### src/rtl/srlvec_fifo_ctrl_if.sv
// Valid/ready stream bundle around the SRL-backed FIFO: write side (s_*) and read side (m_*).
// The FIFO uses the slave modport; the producer/consumer environment uses master.
interface srlvec_fifo_ctrl_if #(
    parameter int NBITS = 8
);
    logic [NBITS-1:0] s_tdata;
    logic             s_tvalid;
    logic             s_tready;
    logic [NBITS-1:0] m_tdata;
    logic             m_tvalid;
    logic             m_tready;

    modport slave (
        input  s_tdata, s_tvalid, m_tready,
        output s_tready, m_tdata, m_tvalid
    );

    modport master (
        output s_tdata, s_tvalid, m_tready,
        input  s_tready, m_tdata, m_tvalid
    );
endinterface

### src/rtl/srlvec_fifo_ctrl.sv
// First-word-fall-through FIFO control around an external srlvec shift register.
// The SRL holds only data; pointer, occupancy and the registered output stage live here.
module srlvec_fifo_ctrl #(
    parameter int    NBITS     = 8,
    parameter string USE_SRL16 = "TRUE",
    localparam int   ADDR_BITS = (USE_SRL16 == "TRUE") ? 4 : 5
) (
    input  logic                 clk,
    input  logic                 rst,
    srlvec_fifo_ctrl_if.slave    bus,
    output logic [ADDR_BITS:0]   count,
    output logic                 srl_ce,
    output logic [NBITS-1:0]     srl_din,
    output logic [ADDR_BITS-1:0] srl_a,
    input  logic [NBITS-1:0]     srl_dout
);
    localparam int                   DEPTH    = 1 << ADDR_BITS;
    localparam int                   CW       = ADDR_BITS + 1;
    localparam logic [ADDR_BITS-1:0] PTR_LAST = ADDR_BITS'(DEPTH - 1);

    logic [ADDR_BITS-1:0] ptr_reg, ptr_next;
    logic                 srl_empty_reg, srl_empty_next;
    logic                 m_tvalid_reg, m_tvalid_next;
    logic [NBITS-1:0]     m_tdata_reg, m_tdata_next;
    logic [CW-1:0]        count_reg, count_next;

    logic srl_full;
    logic wr;
    logic ld;
    logic rd;

    // s_tready depends only on registered state, so a same-cycle read at full cannot open it.
    assign srl_full     = !srl_empty_reg && (ptr_reg == PTR_LAST);
    assign bus.s_tready = !srl_full;
    assign wr           = bus.s_tvalid && !srl_full;
    assign ld           = !srl_empty_reg && (!m_tvalid_reg || bus.m_tready);
    assign rd           = m_tvalid_reg && bus.m_tready;

    assign srl_ce       = wr;
    assign srl_din      = bus.s_tdata;
    assign srl_a        = ptr_reg;
    assign bus.m_tvalid = m_tvalid_reg;
    assign bus.m_tdata  = m_tdata_reg;
    assign count        = count_reg;

    always_comb begin
        ptr_next       = ptr_reg;
        srl_empty_next = srl_empty_reg;
        // On simultaneous write and load the shift moves the next-oldest entry onto ptr.
        if (wr && !ld) begin
            if (srl_empty_reg) begin
                srl_empty_next = 1'b0;
            end else begin
                ptr_next = ptr_reg + ADDR_BITS'(1);
            end
        end else if (ld && !wr) begin
            if (ptr_reg == '0) begin
                srl_empty_next = 1'b1;
            end else begin
                ptr_next = ptr_reg - ADDR_BITS'(1);
            end
        end
    end

    always_comb begin
        m_tvalid_next = m_tvalid_reg;
        m_tdata_next  = m_tdata_reg;
        if (ld) begin
            m_tvalid_next = 1'b1;
            m_tdata_next  = srl_dout;
        end else if (bus.m_tready) begin
            m_tvalid_next = 1'b0;
        end
        count_next = count_reg + CW'(wr) - CW'(rd);
    end

    always_ff @(posedge clk or posedge rst) begin
        if (rst) begin
            ptr_reg       <= '0;
            srl_empty_reg <= 1'b1;
            m_tvalid_reg  <= 1'b0;
            m_tdata_reg   <= '0;
            count_reg     <= '0;
        end else begin
            ptr_reg       <= ptr_next;
            srl_empty_reg <= srl_empty_next;
            m_tvalid_reg  <= m_tvalid_next;
            m_tdata_reg   <= m_tdata_next;
            count_reg     <= count_next;
        end
    end
endmodule

### src/flat_wrapper.sv
// flat-port wrapper written by rule: the top's interface ports become plain ports
module srlvec_fifo_ctrl_flat 
#(
    parameter int    NBITS     = 8,
    parameter string USE_SRL16 = "    ",
    localparam int   ADDR_BITS = (USE_SRL16 == "    ") ? 4 : 5
)
  (clk, rst, count, srl_ce, srl_din, srl_a, srl_dout, bus_s_tdata, bus_s_tvalid, bus_m_tready, bus_s_tready, bus_m_tdata, bus_m_tvalid);
  srlvec_fifo_ctrl_if #(.NBITS(NBITS)) bus_i ();
  input  logic clk;
  input  logic rst;
  output logic [ADDR_BITS:0] count;
  output logic srl_ce;
  output logic [NBITS-1:0] srl_din;
  output logic [ADDR_BITS-1:0] srl_a;
  input  logic [NBITS-1:0] srl_dout;
  input wire logic [$bits(bus_i.s_tdata)-1:0] bus_s_tdata;
  input wire logic [$bits(bus_i.s_tvalid)-1:0] bus_s_tvalid;
  input wire logic [$bits(bus_i.m_tready)-1:0] bus_m_tready;
  output wire logic [$bits(bus_i.s_tready)-1:0] bus_s_tready;
  output wire logic [$bits(bus_i.m_tdata)-1:0] bus_m_tdata;
  output wire logic [$bits(bus_i.m_tvalid)-1:0] bus_m_tvalid;
  assign bus_i.s_tdata = bus_s_tdata;
  assign bus_i.s_tvalid = bus_s_tvalid;
  assign bus_i.m_tready = bus_m_tready;
  assign bus_s_tready = bus_i.s_tready;
  assign bus_m_tdata = bus_i.m_tdata;
  assign bus_m_tvalid = bus_i.m_tvalid;
  srlvec_fifo_ctrl #(.NBITS(NBITS), .USE_SRL16(USE_SRL16)) u_core (.clk(clk), .rst(rst), .bus(bus_i), .count(count), .srl_ce(srl_ce), .srl_din(srl_din), .srl_a(srl_a), .srl_dout(srl_dout));
endmodule
### config.mk
export PLATFORM = sky130hd
export DESIGN_NAME = srlvec_fifo_ctrl_flat
export DESIGN_NICKNAME = d
export VERILOG_FILES = /design/src/rtl/srlvec_fifo_ctrl_if.sv /design/src/rtl/srlvec_fifo_ctrl.sv /design/src/flat_wrapper.sv
export SDC_FILE = /design/constraint.sdc
export NUM_CORES = 1
export LEC_CHECK = 0
export ABC_CLOCK_PERIOD_IN_PS = 2700
export CORE_AREA = 2 2 59 61
export CTS_CLUSTER_DIAMETER = 60
export DETAILED_ROUTE_END_ITERATION = 10
export DIE_AREA = 0 0 61 63
export GPL_ROUTABILITY_DRIVEN = 0
export PLACE_DENSITY = 0.79
export SLEW_MARGIN = 30
export SYNTH_ARGS = -nofsm -noshare
export SYNTH_HDL_FRONTEND = slang
export SYNTH_SLANG_ARGS = --single-unit
### constraint.sdc
create_clock -name clk -period 2.7 [get_ports clk]
set_clock_uncertainty 0.1 [all_clocks]
set_input_delay 0.405 -clock clk [delete_from_list [all_inputs] [get_ports clk]]
set_output_delay 0.405 -clock clk [all_outputs]
set_load 0.005 [all_outputs]
; After elaboration in Yosys (flattened, before gate mapping)
; Index checks and enable logic that the tools add are counted.
[op_classes]
addsub = 4
n_eq_ne = 3
mux = 9
n_reduce_logical = 18
[ops]
columns = cell, count
row1 = 5-bit two-way mux, 4
row2 = 6-bit by 1-bit adder with 6-bit output, 1
row3 = 1-bit logical AND, 6
row4 = 2-bit nonzero test, 3
row5 = 6-bit by 1-bit subtractor with 6-bit output, 1
row6 = 5-bit by 1-bit adder with 5-bit output (second input constant), 1
row7 = 5-bit equality test (second input constant), 1
row8 = 1-bit logical NOT, 5
row9 = 5-bit logical NOT, 1
row10 = 1-bit two-way mux, 5
row11 = 5-bit by 1-bit subtractor with 5-bit output (second input constant), 1
row12 = 3-bit AND reduction, 1
row13 = 2-bit by 1-bit inequality test with 1-bit output (second input constant), 1
row14 = 2-bit inequality test (second input constant), 1
row15 = 2-bit AND reduction, 1
row16 = 1-bit logical OR, 1
[totals]
reg_bits = 21
input_bits = 20
output_inout_bits = 28
wordCells = 39

; Depth between registers and ports, before layout
; Gate-level depths: netlist of the first run.
[depth]
depth_word = 8
ltp_mapped = 11
mapped_depth_nobuf = 11

; Worst setup path after synthesis of the first run
; Ideal clock, no wire load.
[synth_timing]
path_kind = flip-flop to flip-flop
from = register u_core.ptr_reg[0], in the netlist u_core.srl_a[0]
to = register u_core.ptr_reg[4], in the netlist u_core.srl_a[4]
arrival_ns = 2.732
required_time_ns = 2.476
slack_ns = -0.256
path_stages_with_launch = 11
period_less_slack_ns = 2.956
path_cell_list = dfrtp_1 nand4_1 or3_1 and2_1 ha_1 inv_1 ha_1 a21o_1 a21oi_2 mux2_2 a211o_1
[synth_between]
elab_chain_len = 8
word_cells_on_any_way = 18
[synth_rtl]
columns = element, line_no
row1 = "start, declared", srlvec_fifo_ctrl.sv:21  ; logic [ADDR_BITS-1:0] ptr_reg, ptr_next;
row2 = "start signal, assigned", srlvec_fifo_ctrl.sv:85  ; ptr_reg <= ptr_next;
row3 = 5-bit equality test *, srlvec_fifo_ctrl.sv:33  ; assign srl_full = !srl_empty_reg && (ptr_reg == PTR_LAST);
row4 = 1-bit logical AND *, srlvec_fifo_ctrl.sv:33
row5 = 1-bit logical NOT *, -
row6 = net bus_s_tready, flat_wrapper.sv:20  ; output wire logic [$bits(bus_i.s_tready)-1:0] bus_s_tready;
row7 = 1-bit logical AND *, srlvec_fifo_ctrl.sv:35  ; assign wr = bus.s_tvalid && !srl_full;
row8 = net srl_ce, flat_wrapper.sv:13  ; output logic srl_ce;
row9 = 1-bit logical NOT, srlvec_fifo_ctrl.sv:56  ; end else if (ld && !wr) begin
row10 = 1-bit logical AND, srlvec_fifo_ctrl.sv:56
row11 = 2-bit nonzero test (no source line), -
row12 = 3-bit AND reduction (no source line), -
; Mark *: on every way through the listed nets, which the timed path passes. The rest lies on a longest branch. The select of a mux whose other input is x is not followed.
; A chain may end at the register's enable or synchronous reset.

; Worst setup path in the final report of the first run
[layout_timing]
from = register u_core.ptr_reg[4], in the netlist u_core.srl_a[4]
to = register u_core.ptr_reg[4], in the netlist u_core.srl_a[4]
[layout_between]
elab_chain_len = 8
word_cells_on_any_way = 18
[layout_rtl]
columns = element
row1 = "parallel branches: the longest is 8 deep, another holds 5-bit by 1-bit subtractor with 5-bit output"
; Parallel ways; which one is timed is not known. The select of a mux whose other input is x is not followed.

==> results_dict.tcl, run 1 <==
set metrics [dict create \
    run_status "completed" \
    drt-pass1-iter-count 4 \
    die_height_um 63 \
    dr_total_vias 867 \
    grt_antenna_before_repair 0 \
    drtIter0Drc 20 \
    synthCells 106 \
    synth-async-reset-ratio_pct 100 \
    most-common-layout-cells "sky130_fd_sc_hd__clkdlybuf4s50_1 (31), sky130_fd_sc_hd__dfrtp_1 (16), sky130_fd_sc_hd__buf_4 (15)" \
    dpl.cell_count 183 \
    cts.root.buffer_cell "sky130_fd_sc_hd__clkbuf_4" \
    internal_power_w 0.00123 \
    clk_transition_reported_paths_ns 0.11 \
    die_width_um 61 \
    cts_max_path_buffers 2 \
    synth.cell_area_um2 1170 \
    synthDominantCellAreaShare_pct 40.6 \
    regToRegStartpoint "u_core.srl_a[4]$_DFFE_PP0P_" \
    post_drt_via_cell_ratio 4.56 \
    worst-slew-pin-transition_ns 0.772 \
    setup.worst_path.end_class "register" \
    tritoncts "built" \
    avgSynthCellArea_um2 11.0 \
    critical_path.max_fanout 5 \
    numCtsBuffers 3 \
    first_global_vias 908 \
    critical-path-slowest-cell "sky130_fd_sc_hd__dfrtp_1" \
    reg2reg_setup_slack_ns 0.04 \
    worstHoldEndpoint "u_core.bus.m_tvalid$_DFFE_PP0P_" \
    largest_reg_flops 8 \
    worst_ep_arrival_time_ns 2.75 \
    min_path_cells 1 \
    drv.max_cap_violation_count 0 \
    peakVddDrop_uv 668 \
    yosys.area.top_type "sky130_fd_sc_hd__dfrtp_1" \
    finalSetupViolCount 0 \
    grt-ovfl-total 0 \
    seq_area_frac_synth_pct 42.9 \
    rr_worst_depth 10 \
    seqPwrFrac_pct 28.1 \
    area_taken_by_multi_input_logic_gates_um2 558 \
    final_common_cell "sky130_fd_sc_hd__clkdlybuf4s50_1" \
    post-route-min-period_ns 2.66 \
    min_from "u_core.srl_empty_reg$_DFFE_PP1P_" \
    fin_cells 190 \
    setup.worst_path.class "reg2reg" \
    start_util_pct 36.2 \
    placement_rows 21 \
    hold_class "reg2reg" \
    final.hold.worst_slack_ns 0.406 \
    core-area_um2 3230 \
    postSynth.topFlopCell "sky130_fd_sc_hd__dfrtp_1" \
    largest_net_degree_at_the_start_of_global_routing 21 \
    maxClockFrequency_mhz 376 \
    htree_num_levels 1 \
    synth-edff-count 0 \
    antenna-diode-count 0 \
    routed_wirelength_mm 2.32 \
    port-buffer-count 31 \
    timing.critical_path.slowest_cell_delay_ns 0.40 \
    die_area_um2 3840 \
    p_per_area_nw_per_um2 1150 \
    numClockSinks 20 \
    detailed_place_hpwl_mm 1.80 \
    global_route.usage.total_pct 12.9 \
    routed_wire_length_per_instance_um 12.2 \
    holdBufCountCts 0 \
    path_common_cell "sky130_fd_sc_hd__ha_4" \
    io-pin-count 48 \
    filler_cell_count 295 \
    list_of_cells_traversed_by_the_critical_path "inv_1 -> or3_4 -> and2_4 -> ha_4 -> inv_4 -> ha_4 -> a21o_1 -> a21oi_2 -> mux2_4 -> a211o_1" \
    leakagePower_nw 0.755 \
    finalHoldViolCount 0 \
    synth.area.top_cells "sky130_fd_sc_hd__dfrtp_1 (41%), sky130_fd_sc_hd__ha_1 (9.6%), sky130_fd_sc_hd__mux2_2 (9.6%)" \
    drive_gt1_share_pct 29.2 \
    clock_latency_at_the_later_pin_of_the_worst_skew_pair_ns 0.30 \
    regArea_um2 505 \
    synthDistinctLibCells 22 \
    final_nets 176 \
    timing_max_transition_violations_final 0 \
    cp_data_required_time_ns 2.79 \
    area_delta_synth_final_pct 40.1 \
    share_comb_of_total_power_pct 62.7 \
    grt_first_pass_wirelength_mm 3.85 \
    drc 0 \
    postSynthRegisterBits 20 \
    p_sw_w 0.000653 \
    max_slew_margin_pct 48.5 \
    part_of_the_total_power_dissipated_in_the_clock_network_pct 9.2 \
    synth.yosys.warnings 0 \
    startpoint_type "register" \
    netSwitchingFraction_pct 34.6 \
    crit-reg2reg-capture "u_core.srl_a[4]$_DFFE_PP0P_" \
    remaining_antenna_violation_count_after_routing 0 \
    finalCritPeriodShare_pct 98.6 \
    syn_nets 137 \
]
cell usage after synthesis (2+ instances only):
cell                       n
sky130_fd_sc_hd__dfrtp_1  19
sky130_fd_sc_hd__inv_1    15
sky130_fd_sc_hd__buf_4    12
sky130_fd_sc_hd__mux2_2   10
sky130_fd_sc_hd__ha_1      9
sky130_fd_sc_hd__xnor2_1   6
sky130_fd_sc_hd__a21o_1    5
sky130_fd_sc_hd__nand2_1   5
sky130_fd_sc_hd__a21oi_1   4
sky130_fd_sc_hd__nor2_1    4
sky130_fd_sc_hd__a21oi_2   3
sky130_fd_sc_hd__o21ai_0   3
sky130_fd_sc_hd__fa_1      2
critical path, delay by kind of cell (launching register included):
family,cells,cell delay [ns]
compound gates,3,0.67
fa+ha+maj,2,0.36
buf+inv,2,0.15
flops,1,0.40
mux,1,0.32
simple gates,2,0.55
cells by family after synthesis:
logic type	after synthesis	share of synthesized area [%]
muxes	10	9.63
buffers and inverters	27	12.5
xor gates and xnor gates	7	5.24
AOI/OAI and AO/OA	17	9.84
and+or+nand+nor	14	6.85
DFF	20	42.9
adders and majority gates	11	13.0
metrics by stage:
step	setup WS, ns	utilization, %	total power [W]	area (um2)	TNS (ns)
finish	0.0387	50.7	0.00189	1640	0
global route	-0.0346	50.7	0.00205	1640	-0.0346
CTS	0.00965	49.9	0.00184	1610	0
detailed placement	-0.149	48.8	0.00166	1580	-0.156
global placement	-0.0592	48.8	0.00161	1580	-0.0592
floorplan	0.0120	-	0.00122	1210	0
layout make-up:
type | count | area share [%]
clock buffers | 4 | 2.21
flip-flops and latches | 20 | 30.8
inverters | 15 | 3.59
repair buffers | 46 | 25.8
well taps | 46 | 3.51
multi-input cells | 59 | 34.0
power by group through the flow:
stage	Clock, W	Sequential [W]	Combinational, W
after floorplan	0	0.000583	0.000641
after global placement	0	0.000533	0.00108
after CTS	0.000180	0.000533	0.00113
after global routing	0.000194	0.000547	0.00131
after detailed placement	0	0.000539	0.00112
final	0.000174	0.000530	0.00118
timing repair:
item / 4_1_cts / 5_1_grt
setup endpoints to repair: 0 / 1
buffers inserted: 0 / 3
gates resized for setup: 0 / 1
worst max-delay path by stage:
stage | start | end | slack (ns) | depth (start not counted)
finish | u_core.srl_a[4]$_DFFE_PP0P_ | u_core.srl_a[4]$_DFFE_PP0P_ | 0.04 | 10
global route | u_core.srl_empty_reg$_DFFE_PP1P_ | u_core.srl_a[4]$_DFFE_PP0P_ | -0.03 | 9
CTS | u_core.srl_a[0]$_DFFE_PP0P_ | u_core.srl_a[4]$_DFFE_PP0P_ | 0.01 | 10
detailed placement | bus_m_tready | u_core.srl_a[4]$_DFFE_PP0P_ | -0.15 | 11
global placement | bus_m_tready | u_core.srl_a[4]$_DFFE_PP0P_ | -0.06 | 11
floorplan | u_core.srl_a[0]$_DFFE_PP0P_ | u_core.srl_a[4]$_DFFE_PP0P_ | 0.01 | 10
routing by layer:
metal	vias up	wire length [um]	global-route usage, %
met5	-	0	0
met4	0	37	2.72
met1	417	1040	15.5
met2	28	1110	21.8
met3	5	133	4.55
li1	417	-	-
(Power assumes the default switching activity.)
==> run 2: changes to the inputs <==
Settings changed: GPL_TIMING_DRIVEN set to 1.
==> results of run 2 <==
Same layout as run 1: the final DEF is identical, and so are final timing and power.
